File: config.mk
export PLATFORM = sky130hd
export DESIGN_NAME = control_unit_flat
export DESIGN_NICKNAME = d
export VERILOG_FILES = /design/src/rtl/control_unit_pkg.sv /design/src/rtl/control_unit_if.sv /design/src/rtl/control_unit_program_counter.sv /design/src/rtl/control_unit.sv /design/src/flat_wrapper.sv
export SDC_FILE = /design/constraint.sdc
export NUM_CORES = 1
export LEC_CHECK = 0
export CAP_MARGIN = 25
export CORE_MARGIN = 2
export CORE_UTILIZATION = 43
export DETAILED_ROUTE_END_ITERATION = 16
export GPL_ROUTABILITY_DRIVEN = 0
export PLACE_DENSITY = 0.75
export SLEW_MARGIN = 20
export SYNTH_ARGS = -nofsm -noshare
export SYNTH_HDL_FRONTEND = slang
export SYNTH_HIERARCHICAL = 1
export SYNTH_SLANG_ARGS = --single-unit
File: constraint.sdc
create_clock -name clk -period 1.9 [get_ports clk]
set_input_delay 0.285 -clock clk [delete_from_list [all_inputs] [get_ports clk]]
set_output_delay 0.285 -clock clk [all_outputs]
set_load 0.05 [all_outputs]
File: src/rtl/control_unit_pkg.sv
// Shared types and constants for the control unit: state encoding, opcodes and ALU codes.
// Build option CONTROL_UNIT_JZ_EN adds the JZ opcode and its JUMP state.
package control_unit_pkg;

  typedef enum logic [3:0] {
    ST_INIT   = 4'd0,
    ST_FETCH  = 4'd1,
    ST_DECODE = 4'd2,
    ST_NOOP   = 4'd3,
    ST_LOAD_A = 4'd4,
    ST_LOAD_B = 4'd5,
    ST_STORE  = 4'd6,
    ST_ADD    = 4'd7,
    ST_SUB    = 4'd8,
`ifdef CONTROL_UNIT_JZ_EN
    ST_HALT   = 4'd9,
    ST_JUMP   = 4'd10
`else
    ST_HALT   = 4'd9
`endif
  } state_t;

  localparam logic [3:0] OP_NOOP  = 4'b0000;
  localparam logic [3:0] OP_STORE = 4'b0001;
  localparam logic [3:0] OP_LOAD  = 4'b0010;
  localparam logic [3:0] OP_ADD   = 4'b0011;
  localparam logic [3:0] OP_SUB   = 4'b0100;
  localparam logic [3:0] OP_HALT  = 4'b0101;
  localparam logic [3:0] OP_JZ    = 4'b0110;

  localparam logic [2:0] ALU_PASS = 3'b000;
  localparam logic [2:0] ALU_ADD  = 3'b001;
  localparam logic [2:0] ALU_SUB  = 3'b010;

  function automatic logic [3:0] opcode_of(input logic [15:0] instr);
    return instr[15:12];
  endfunction

endpackage

File: src/rtl/control_unit_if.sv
// Bus between the control unit and its instruction memory, data memory and datapath.
interface control_unit_if;
  logic [15:0] i_data;
  logic        ra_zero;
  logic [6:0]  i_addr;
  logic [7:0]  d_addr;
  logic        d_wr;
  logic        rf_s;
  logic [3:0]  rf_w_addr;
  logic [3:0]  rf_ra_addr;
  logic [3:0]  rf_rb_addr;
  logic        rf_w_en;
  logic [2:0]  alu_s0;
  logic [3:0]  state;

  modport master (
    input  i_data, ra_zero,
    output i_addr, d_addr, d_wr, rf_s, rf_w_addr, rf_ra_addr, rf_rb_addr,
           rf_w_en, alu_s0, state
  );

  modport slave (
    output i_data, ra_zero,
    input  i_addr, d_addr, d_wr, rf_s, rf_w_addr, rf_ra_addr, rf_rb_addr,
           rf_w_en, alu_s0, state
  );
endinterface

File: src/rtl/control_unit_program_counter.sv
// 7-bit program counter with clear, load and increment; wraps 127 -> 0 naturally.
module program_counter (
  input  logic       clk,
  input  logic       rst,
  input  logic       clear,
  input  logic       inc,
  input  logic       load,
  input  logic [6:0] load_value,
  output logic [6:0] pc
);

  always_ff @(posedge clk or posedge rst) begin
    if (rst) begin
      pc <= 7'd0;
    end else if (clear) begin
      pc <= 7'd0;
    end else if (load) begin
      pc <= load_value;
    end else if (inc) begin
      pc <= pc + 7'd1;
    end
  end

endmodule

File: src/rtl/control_unit.sv
// Multi-cycle instruction sequencer: fetch, decode and execute FSM with registered control outputs.
// Defining CONTROL_UNIT_JZ_EN adds the JZ (jump-if-zero) instruction.
module control_unit
  import control_unit_pkg::*;
(
  input  logic               clk,
  input  logic               rst,
  control_unit_if.master     bus
);

  state_t      state_reg;
  logic [15:0] ir_reg;
  logic        init_wait_reg;
  logic        d_wr_reg;
  logic        rf_s_reg;
  logic        rf_w_en_reg;
  logic [2:0]  alu_s0_reg;
  logic [3:0]  rf_ra_addr_reg;
  logic [3:0]  rf_rb_addr_reg;
  logic [3:0]  rf_w_addr_reg;

  logic        pc_clear;
  logic        pc_inc;
  logic        pc_load;
  logic [6:0]  pc;

  assign pc_clear = (state_reg == ST_INIT);
  assign pc_inc   = (state_reg == ST_FETCH);
`ifdef CONTROL_UNIT_JZ_EN
  assign pc_load  = (state_reg == ST_JUMP) && bus.ra_zero;
`else
  assign pc_load  = 1'b0;
  wire unused_ra_zero = &{1'b0, bus.ra_zero};
`endif

  program_counter u_pc (
    .clk        (clk),
    .rst        (rst),
    .clear      (pc_clear),
    .inc        (pc_inc),
    .load       (pc_load),
    .load_value (ir_reg[6:0]),
    .pc         (pc)
  );

  // Outputs are registered alongside the state, so they are set for the state being entered.
  always_ff @(posedge clk or posedge rst) begin
    if (rst) begin
      state_reg      <= ST_INIT;
      ir_reg         <= 16'd0;
      init_wait_reg  <= 1'b0;
      d_wr_reg       <= 1'b0;
      rf_s_reg       <= 1'b0;
      rf_w_en_reg    <= 1'b0;
      alu_s0_reg     <= ALU_PASS;
      rf_ra_addr_reg <= 4'd0;
      rf_rb_addr_reg <= 4'd0;
      rf_w_addr_reg  <= 4'd0;
    end else begin
      d_wr_reg       <= 1'b0;
      rf_s_reg       <= 1'b0;
      rf_w_en_reg    <= 1'b0;
      alu_s0_reg     <= ALU_PASS;
      rf_ra_addr_reg <= 4'd0;
      rf_rb_addr_reg <= 4'd0;
      rf_w_addr_reg  <= 4'd0;

      case (state_reg)
        // INIT lingers one extra cycle so the first FETCH lands on the second edge.
        ST_INIT: begin
          if (init_wait_reg) begin
            state_reg <= ST_FETCH;
          end else begin
            init_wait_reg <= 1'b1;
          end
        end
        ST_FETCH: begin
          ir_reg    <= bus.i_data;
          state_reg <= ST_DECODE;
        end
        ST_DECODE: begin
          case (opcode_of(ir_reg))
            OP_STORE: begin
              state_reg      <= ST_STORE;
              d_wr_reg       <= 1'b1;
              rf_ra_addr_reg <= ir_reg[3:0];
            end
            OP_LOAD:  state_reg <= ST_LOAD_A;
            OP_ADD: begin
              state_reg      <= ST_ADD;
              alu_s0_reg     <= ALU_ADD;
              rf_w_en_reg    <= 1'b1;
              rf_ra_addr_reg <= ir_reg[11:8];
              rf_rb_addr_reg <= ir_reg[7:4];
              rf_w_addr_reg  <= ir_reg[3:0];
            end
            OP_SUB: begin
              state_reg      <= ST_SUB;
              alu_s0_reg     <= ALU_SUB;
              rf_w_en_reg    <= 1'b1;
              rf_ra_addr_reg <= ir_reg[11:8];
              rf_rb_addr_reg <= ir_reg[7:4];
              rf_w_addr_reg  <= ir_reg[3:0];
            end
            OP_HALT:  state_reg <= ST_HALT;
`ifdef CONTROL_UNIT_JZ_EN
            OP_JZ: begin
              state_reg      <= ST_JUMP;
              rf_ra_addr_reg <= ir_reg[11:8];
            end
`endif
            default:  state_reg <= ST_NOOP;
          endcase
        end
        // Memory read was issued in LOAD_A; the data is written back here.
        ST_LOAD_A: begin
          state_reg     <= ST_LOAD_B;
          rf_s_reg      <= 1'b1;
          rf_w_en_reg   <= 1'b1;
          rf_w_addr_reg <= ir_reg[3:0];
        end
        ST_NOOP, ST_LOAD_B, ST_STORE, ST_ADD, ST_SUB: state_reg <= ST_FETCH;
`ifdef CONTROL_UNIT_JZ_EN
        ST_JUMP:  state_reg <= ST_FETCH;
`endif
        ST_HALT:  state_reg <= ST_HALT;
        default:  state_reg <= ST_INIT;
      endcase
    end
  end

  assign bus.i_addr     = pc;
  assign bus.d_addr     = ir_reg[11:4];
  assign bus.d_wr       = d_wr_reg;
  assign bus.rf_s       = rf_s_reg;
  assign bus.rf_w_en    = rf_w_en_reg;
  assign bus.alu_s0     = alu_s0_reg;
  assign bus.rf_ra_addr = rf_ra_addr_reg;
  assign bus.rf_rb_addr = rf_rb_addr_reg;
  assign bus.rf_w_addr  = rf_w_addr_reg;
  assign bus.state      = state_reg;

endmodule

File: src/flat_wrapper.sv
// flat-port wrapper written by rule: the top's interface ports become plain ports
module control_unit_flat import control_unit_pkg::*;
  (clk, rst, bus_i_data, bus_ra_zero, bus_i_addr, bus_d_addr, bus_d_wr, bus_rf_s, bus_rf_w_addr, bus_rf_ra_addr, bus_rf_rb_addr, bus_rf_w_en, bus_alu_s0, bus_state);
  control_unit_if bus_i ();
  input  logic clk;
  input  logic rst;
  input wire logic [$bits(bus_i.i_data)-1:0] bus_i_data;
  input wire logic [$bits(bus_i.ra_zero)-1:0] bus_ra_zero;
  output wire logic [$bits(bus_i.i_addr)-1:0] bus_i_addr;
  output wire logic [$bits(bus_i.d_addr)-1:0] bus_d_addr;
  output wire logic [$bits(bus_i.d_wr)-1:0] bus_d_wr;
  output wire logic [$bits(bus_i.rf_s)-1:0] bus_rf_s;
  output wire logic [$bits(bus_i.rf_w_addr)-1:0] bus_rf_w_addr;
  output wire logic [$bits(bus_i.rf_ra_addr)-1:0] bus_rf_ra_addr;
  output wire logic [$bits(bus_i.rf_rb_addr)-1:0] bus_rf_rb_addr;
  output wire logic [$bits(bus_i.rf_w_en)-1:0] bus_rf_w_en;
  output wire logic [$bits(bus_i.alu_s0)-1:0] bus_alu_s0;
  output wire logic [$bits(bus_i.state)-1:0] bus_state;
  assign bus_i.i_data = bus_i_data;
  assign bus_i.ra_zero = bus_ra_zero;
  assign bus_i_addr = bus_i.i_addr;
  assign bus_d_addr = bus_i.d_addr;
  assign bus_d_wr = bus_i.d_wr;
  assign bus_rf_s = bus_i.rf_s;
  assign bus_rf_w_addr = bus_i.rf_w_addr;
  assign bus_rf_ra_addr = bus_i.rf_ra_addr;
  assign bus_rf_rb_addr = bus_i.rf_rb_addr;
  assign bus_rf_w_en = bus_i.rf_w_en;
  assign bus_alu_s0 = bus_i.alu_s0;
  assign bus_state = bus_i.state;
  control_unit u_core (.clk(clk), .rst(rst), .bus(bus_i));
endmodule
==> results of run 1 <==
[cell usage after synthesis, drive strengths merged]
cell type	n
nor2	14
dfrtp	45
inv	7
conb	1
and3	6
o2111ai	1
and2	1
o211a	1
or3	2
nand2	3
a32o	1
buf	13
xnor2	2
ha	1
o211ai	1
nor3b	3
mux2	20
a22oi	4
xor2	4
a21oi	1
clkbuf	5
a311oi	2
or2	2
mux2i	2
nand4	2
and3b	1
a21o	1
o21a	1
nand3b	1
o31ai	1
o21ai	5
nand2b	1
a21boi	4
nor2b	2
nand3	3
nor4	4
a211oi	3
[where the power goes]
part           switching [µW]  internal [µW]
sequential                397           1290
clock                     320            254
combinational            1540           1200
[cell type report]
type / instances / area share [%]
inverters: 7 / 1.06
well taps: 54 / 2.49
repair buffers: 62 / 21.7
clock inverters: 3 / 0.644
clock buffers: 5 / 2.53
flip-flops and latches: 45 / 41.6
multi-input cells: 104 / 30.0
[timing repair]
item | CTS | global route
hold endpoints to repair | 0 | 0
buffers inserted | 0 | 0
gates resized for setup | 0 | 2
setup endpoints to repair | 0 | 2
[worst paths after layout]
kind / to / depth (start not counted)
worst max-delay path: bus_i_addr[1] / 1
worst min-delay path: u_core/u_pc/pc[4] / 2
worst max register to register: u_core/u_pc/pc[5] / 4
worst min register to register: u_core/init_wait_reg / 1
max in group asynchronous: u_core/bus.state[1] / 3
min in group clk: u_core/init_wait_reg / 1
[stage by stage]
stage	TNS, ns	utilization [%]	hold slack, ns	total power, µW	std cells
floorplan	-1.12	-	0.0884	3800	174
global placement	0	56.0	0.456	4390	272
detailed placement	0	56.0	0.467	4450	272
CTS	0	57.8	0.234	5030	280
global route	0	57.9	0.278	5260	280
finish	0	57.9	0.240	4990	280
[logic make-up after synthesis]
family                     count (synthesis)  share of synthesized area, %
other                                      1                         0.180
adders and majority gates                  1                         0.601
xor gates and xnor gates                   6                          2.52
and+or+nand+nor                           45                          12.9
buffers and inverters                     25                          7.33
DFF                                       45                          54.1
AOI/OAI and AO/OA                         26                          9.07
muxes                                     22                          13.4
[routing by layer]
metal | vias up | routed length [µm] | GRT usage, %
li1 | 694 | - | -
met5 | - | 0 | 0
met2 | 39 | 2120 | 27.6
met1 | 708 | 1910 | 21.9
met3 | 5 | 171 | 3.70
met4 | 0 | 69 | 7.88
==> flow_metrics.py, run 1 <==
metrics = {
    "clock_tree": {
        "cts_made_buffers": 5,
        "clock_path_buffers": 2,
        "cts.clk_slew.worst_paths_ns": 0.09,
        "cts_hold_buf": 0,
        "cts_tree": "done",
        "clk-insertion-delay-late_ns": 0.30,
        "cts_sinks": 45,
        "h-tree-depth": 2,
        "root_buffer": "clkbuf_8",
    },
    "drt": {
        "avgRoutedWirePerCell_um": 15.3,
        "via_count": 1446,
        "routed_via_density": 5.16,
        "dr.pass1.iters": 4,
        "routed_wl_um": 4270,
        "ant_nets": 0,
        "drc": 0,
        "drt_iter0_drc": 65,
    },
    "final_layout": {
        "areaGrowthSynthToFinish_pct": 30.5,
        "fin_area_mm2": 0.00272,
        "regArea_mm2": 0.00113,
        "nFillCells": 401,
        "drive_gt1_share_pct": 22.6,
        "layout_commonest_cell": "clkdlybuf4s50_1",
        "nets": 245,
        "n_antenna_cell": 0,
        "mostFrequentLayoutCells": "clkdlybuf4s50_1, dfrtp_1, buf_4, nor2_1, mux2_2",
        "largest_reg_flops": 16,
        "multi_input_area_um2": 816,
    },
    "grt": {
        "antenna_found_initial": 0,
        "grt_pass1_vias": 1417,
        "overflow": 0,
        "grt_pass1_wl_um": 6900,
        "track_usage_pct": 17.1,
        "grt_max_degree": 24,
    },
    "placement": {
        "dpl_worst_slack_ns": 0.198,
        "dpl.hpwl_um": 3120,
        "place_area_mm2": 0.00263,
        "portBuffers": 53,
    },
    "logic_synthesis": {
        "synth_cell_types": 46,
        "yosys.area.top_type": "dfrtp_1",
        "yosysSeqAreaShare_pct": 54.1,
        "ys_seq_elements": 45,
        "synth_warnings": 6,
        "synthTopCellsByArea": "dfrtp_1, mux2_4, mux2_2",
        "synthesis.area_mm2": 0.00208,
        "synthCells": 171,
        "synth_top_area_share_pct": 54.1,
        "syn_area_per_cell_um2": 12.2,
    },
    "power_and_ir_drop": {
        "p_leak_uw": 0.00124,
        "power_density_mw_per_mm2": 1840,
        "ir_drop_mv": 0.871,
    },
    "timing": {
        "min_period_over_period_pct": 97.1,
        "relSlewSlack_pct": 65.6,
        "drv_slew": 0,
        "fin_ws_ns": 0.0553,
        "tightest_slew_ns": 0.516,
        "final-setup-viol-count": 0,
        "skew_ns": 0.00910,
        "fin_crit_ns": 1.84,
        "fmax_mhz": 542,
        "rsz0062_at_grt": "false",
        "finalHoldViolCount": 0,
    },
    "floorplanning": {
        "io_pins": 56,
        "die_w_um": 73.6,
        "die_y_um": 73.6,
        "rows": 25,
        "design.core.area_mm2": 0.00469,
        "initial_core_util_pct": 44.4,
        "design.die.area_mm2": 0.00542,
    },
    "setup_path": {
        "path_cells": "clkdlybuf4s50_1",
        "critPathCaptureType": "output port",
        "cp_data_required_time_ns": 1.62,
        "cp-startpoint": "u_core/u_pc/pc[1]",
        "cpPeakStageDelay_ns": 0.83,
        "startpoint_type": "register",
        "cp_top_family": "buffers and inverters",
        "crit_buf_inv": 1,
        "criticalPathCategory": "reg2out",
        "ff2ff_setup_slack_ns": 0.17,
        "r2r-start": "u_core/bus.state[3]",
        "worstPathMaxFanout": 5,
        "slowest_stage": "clkdlybuf4s50_1",
        "worstPathArrival_ns": 1.56,
    },
    "job": {
        "cap_violations": 0,
    },
    "min_path": {
        "min_path_type": "in2async",
    },
    "run_status": {
        "outcome": "complete, no violations",
    },
}
(Power assumes the default switching activity.)
==> run 2, diff against run 1 <==
CTS_CLUSTER_SIZE = 8   (was not set)
PLACE_DENSITY = 0.73   (was 0.75)
==> run 2 against run 1 <==
Compared with the run above:
- cell count is the same
- non-clock buffer count unchanged
- maximum frequency grew 1.2%
- global-route usage is 0.98 points higher
- clock skew is 0.0029 ns lower
- critical endpoint is now bus_d_addr[1]
- critical path type unchanged
- sequential cell count is the same
==> flow_metrics.py, run 2 (synthesis gave the netlist of run 1 again) <==
metrics = {
    "floorplanning": {
        "io_pins": 56,
        "design.core.area_mm2": 0.00469,
        "die_w_um": 73.6,
        "design.die.area_mm2": 0.00542,
        "die_y_um": 73.6,
        "rows": 25,
        "initial_core_util_pct": 44.4,
    },
    "drt": {
        "routed_via_density": 5.24,
        "dr.pass1.iters": 4,
        "drc": 0,
        "avgRoutedWirePerCell_um": 15.4,
        "ant_nets": 0,
        "drt_iter0_drc": 135,
        "routed_wl_um": 4320,
        "via_count": 1468,
    },
    "final_layout": {
        "largest_reg_flops": 16,
        "mostFrequentLayoutCells": "clkdlybuf4s50_1, dfrtp_1, buf_4, nor2_1, mux2_2",
        "fin_area_mm2": 0.00273,
        "nets": 245,
        "areaGrowthSynthToFinish_pct": 31.0,
        "final-instance-count-excl-fill": 280,
        "drive_gt1_share_pct": 22.6,
        "layout_commonest_cell": "clkdlybuf4s50_1",
        "n_antenna_cell": 0,
    },
    "setup_path": {
        "worstPathMaxFanout": 4,
        "startpoint_type": "register",
        "slowest_stage": "clkdlybuf4s50_1",
        "crit_buf_inv": 1,
        "cpPeakStageDelay_ns": 0.83,
        "critPathCaptureType": "output port",
        "cp_top_family": "buffers and inverters",
        "worstPathArrival_ns": 1.54,
        "path_cells": "clkdlybuf4s50_1",
        "cp_data_required_time_ns": 1.62,
        "criticalPathCategory": "reg2out",
    },
    "grt": {
        "track_usage_pct": 18.1,
        "grt_pass1_vias": 1482,
        "grt_pass1_wl_um": 7330,
        "overflow": 0,
        "grt_max_degree": 27,
        "top_usage_layer": "met2",
        "use_met3_pct": 4.12,
        "use_met1_pct": 24.2,
        "antenna_found_initial": 0,
        "use_met2_pct": 28.4,
    },
    "clock_tree": {
        "cts_hold_buf": 0,
        "post_cts_buffers": 0,
        "cts_sinks": 45,
        "clk-insertion-delay-late_ns": 0.30,
        "root_buffer": "clkbuf_8",
        "cts.clk_slew.worst_paths_ns": 0.08,
        "cts_made_buffers": 5,
        "cts_tree": "done",
        "clock_path_buffers": 2,
        "cts-resized-gates": 0,
        "h-tree-depth": 2,
    },
    "placement": {
        "dpl.hpwl_um": 3130,
        "dp.cells": 272,
        "portBuffers": 53,
        "dpl_worst_slack_ns": 0.188,
        "place_area_mm2": 0.00263,
    },
    "power_and_ir_drop": {
        "ir_drop_mv": 0.892,
        "power_uw": 5040,
        "p_leak_uw": 0.00125,
        "power_density_mw_per_mm2": 1850,
    },
    "timing": {
        "fmax_mhz": 548,
        "rsz0062_at_grt": "false",
        "fin_crit_ns": 1.82,
        "fin_ws_ns": 0.0767,
        "final-setup-viol-count": 0,
        "final.setup.tns_ns": 0,
        "tightest_slew_ns": 0.513,
        "finalHoldViolCount": 0,
        "skew_ns": 0.00619,
        "min_period_over_period_pct": 96.0,
        "relSlewSlack_pct": 65.7,
        "drv_slew": 0,
    },
    "job": {
        "cap_violations": 0,
    },
    "run_status": {
        "outcome": "complete, no violations",
    },
    "min_path": {
        "min_path_type": "in2async",
    },
}
## run 2: cell types whose count changed in the layout (fill, tap and decap cells not counted)
cell | previous run | this run
clkinv_4 | 0 | 1
clkinv_2 | 2 | 1
clkbuf_8 | 5 | 6
clkinvlp_4 | 1 | 0
## run 2: power breakdown
group	internal (µW)	total [µW]	switching (µW)
sequential	1290	1670	389
combinational	1200	2750	1550
clock	295	613	319
total	2780	5040	2260
## run 2: layer usage
metal / vias up / wire length, µm / share of wire (%)
li1: 695 / - / -
met1: 732 / 1960 / 45
met2: 35 / 2090 / 48
met3: 6 / 188 / 4.4
met4: 0 / 78 / 1.8
met5: - / 0 / 0
## run 2: worst paths after layout
| kind | start | endpoint | slack, ns | cells past startpoint |
|---|---|---|---|---|
| max in group asynchronous | rst | u_core/bus.state[1] | 1.21 | 3 |
| hold / removal | rst | u_core/u_pc/pc[6] | 0.27 | 2 |
| min in group clk | u_core/init_wait_reg | u_core/init_wait_reg | 0.48 | 1 |
| setup reg to reg | u_core/bus.state[3] | u_core/u_pc/pc[4] | 0.21 | 5 |
| hold reg to reg | u_core/init_wait_reg | u_core/init_wait_reg | 0.48 | 1 |
| setup / recovery | u_core/ir_reg[5] | bus_d_addr[1] | 0.08 | 1 |
## run 2: layout make-up
cell class | instances | area [µm²]
multi-input cells | 104 | 816
fillers | 400 | 1960
clock inverters | 2 | 13.8
clock buffers | 6 | 82.6
inverters | 7 | 28.8
repair buffers | 62 | 591
well taps | 54 | 67.6
flip-flops and latches | 45 | 1130
## run 2: metrics by stage
| step | util [%] | hold slack, ns |
|---|---|---|
| 6_report | 58.2 | 0.269 |
| 5_1_grt | 58.2 | 0.300 |
| 4_1_cts | 58.1 | 0.265 |
| 3_5_place_dp | 56.0 | 0.461 |
| 3_3_place_gp | 56.0 | 0.455 |
| 2_1_floorplan | - | 0.0884 |
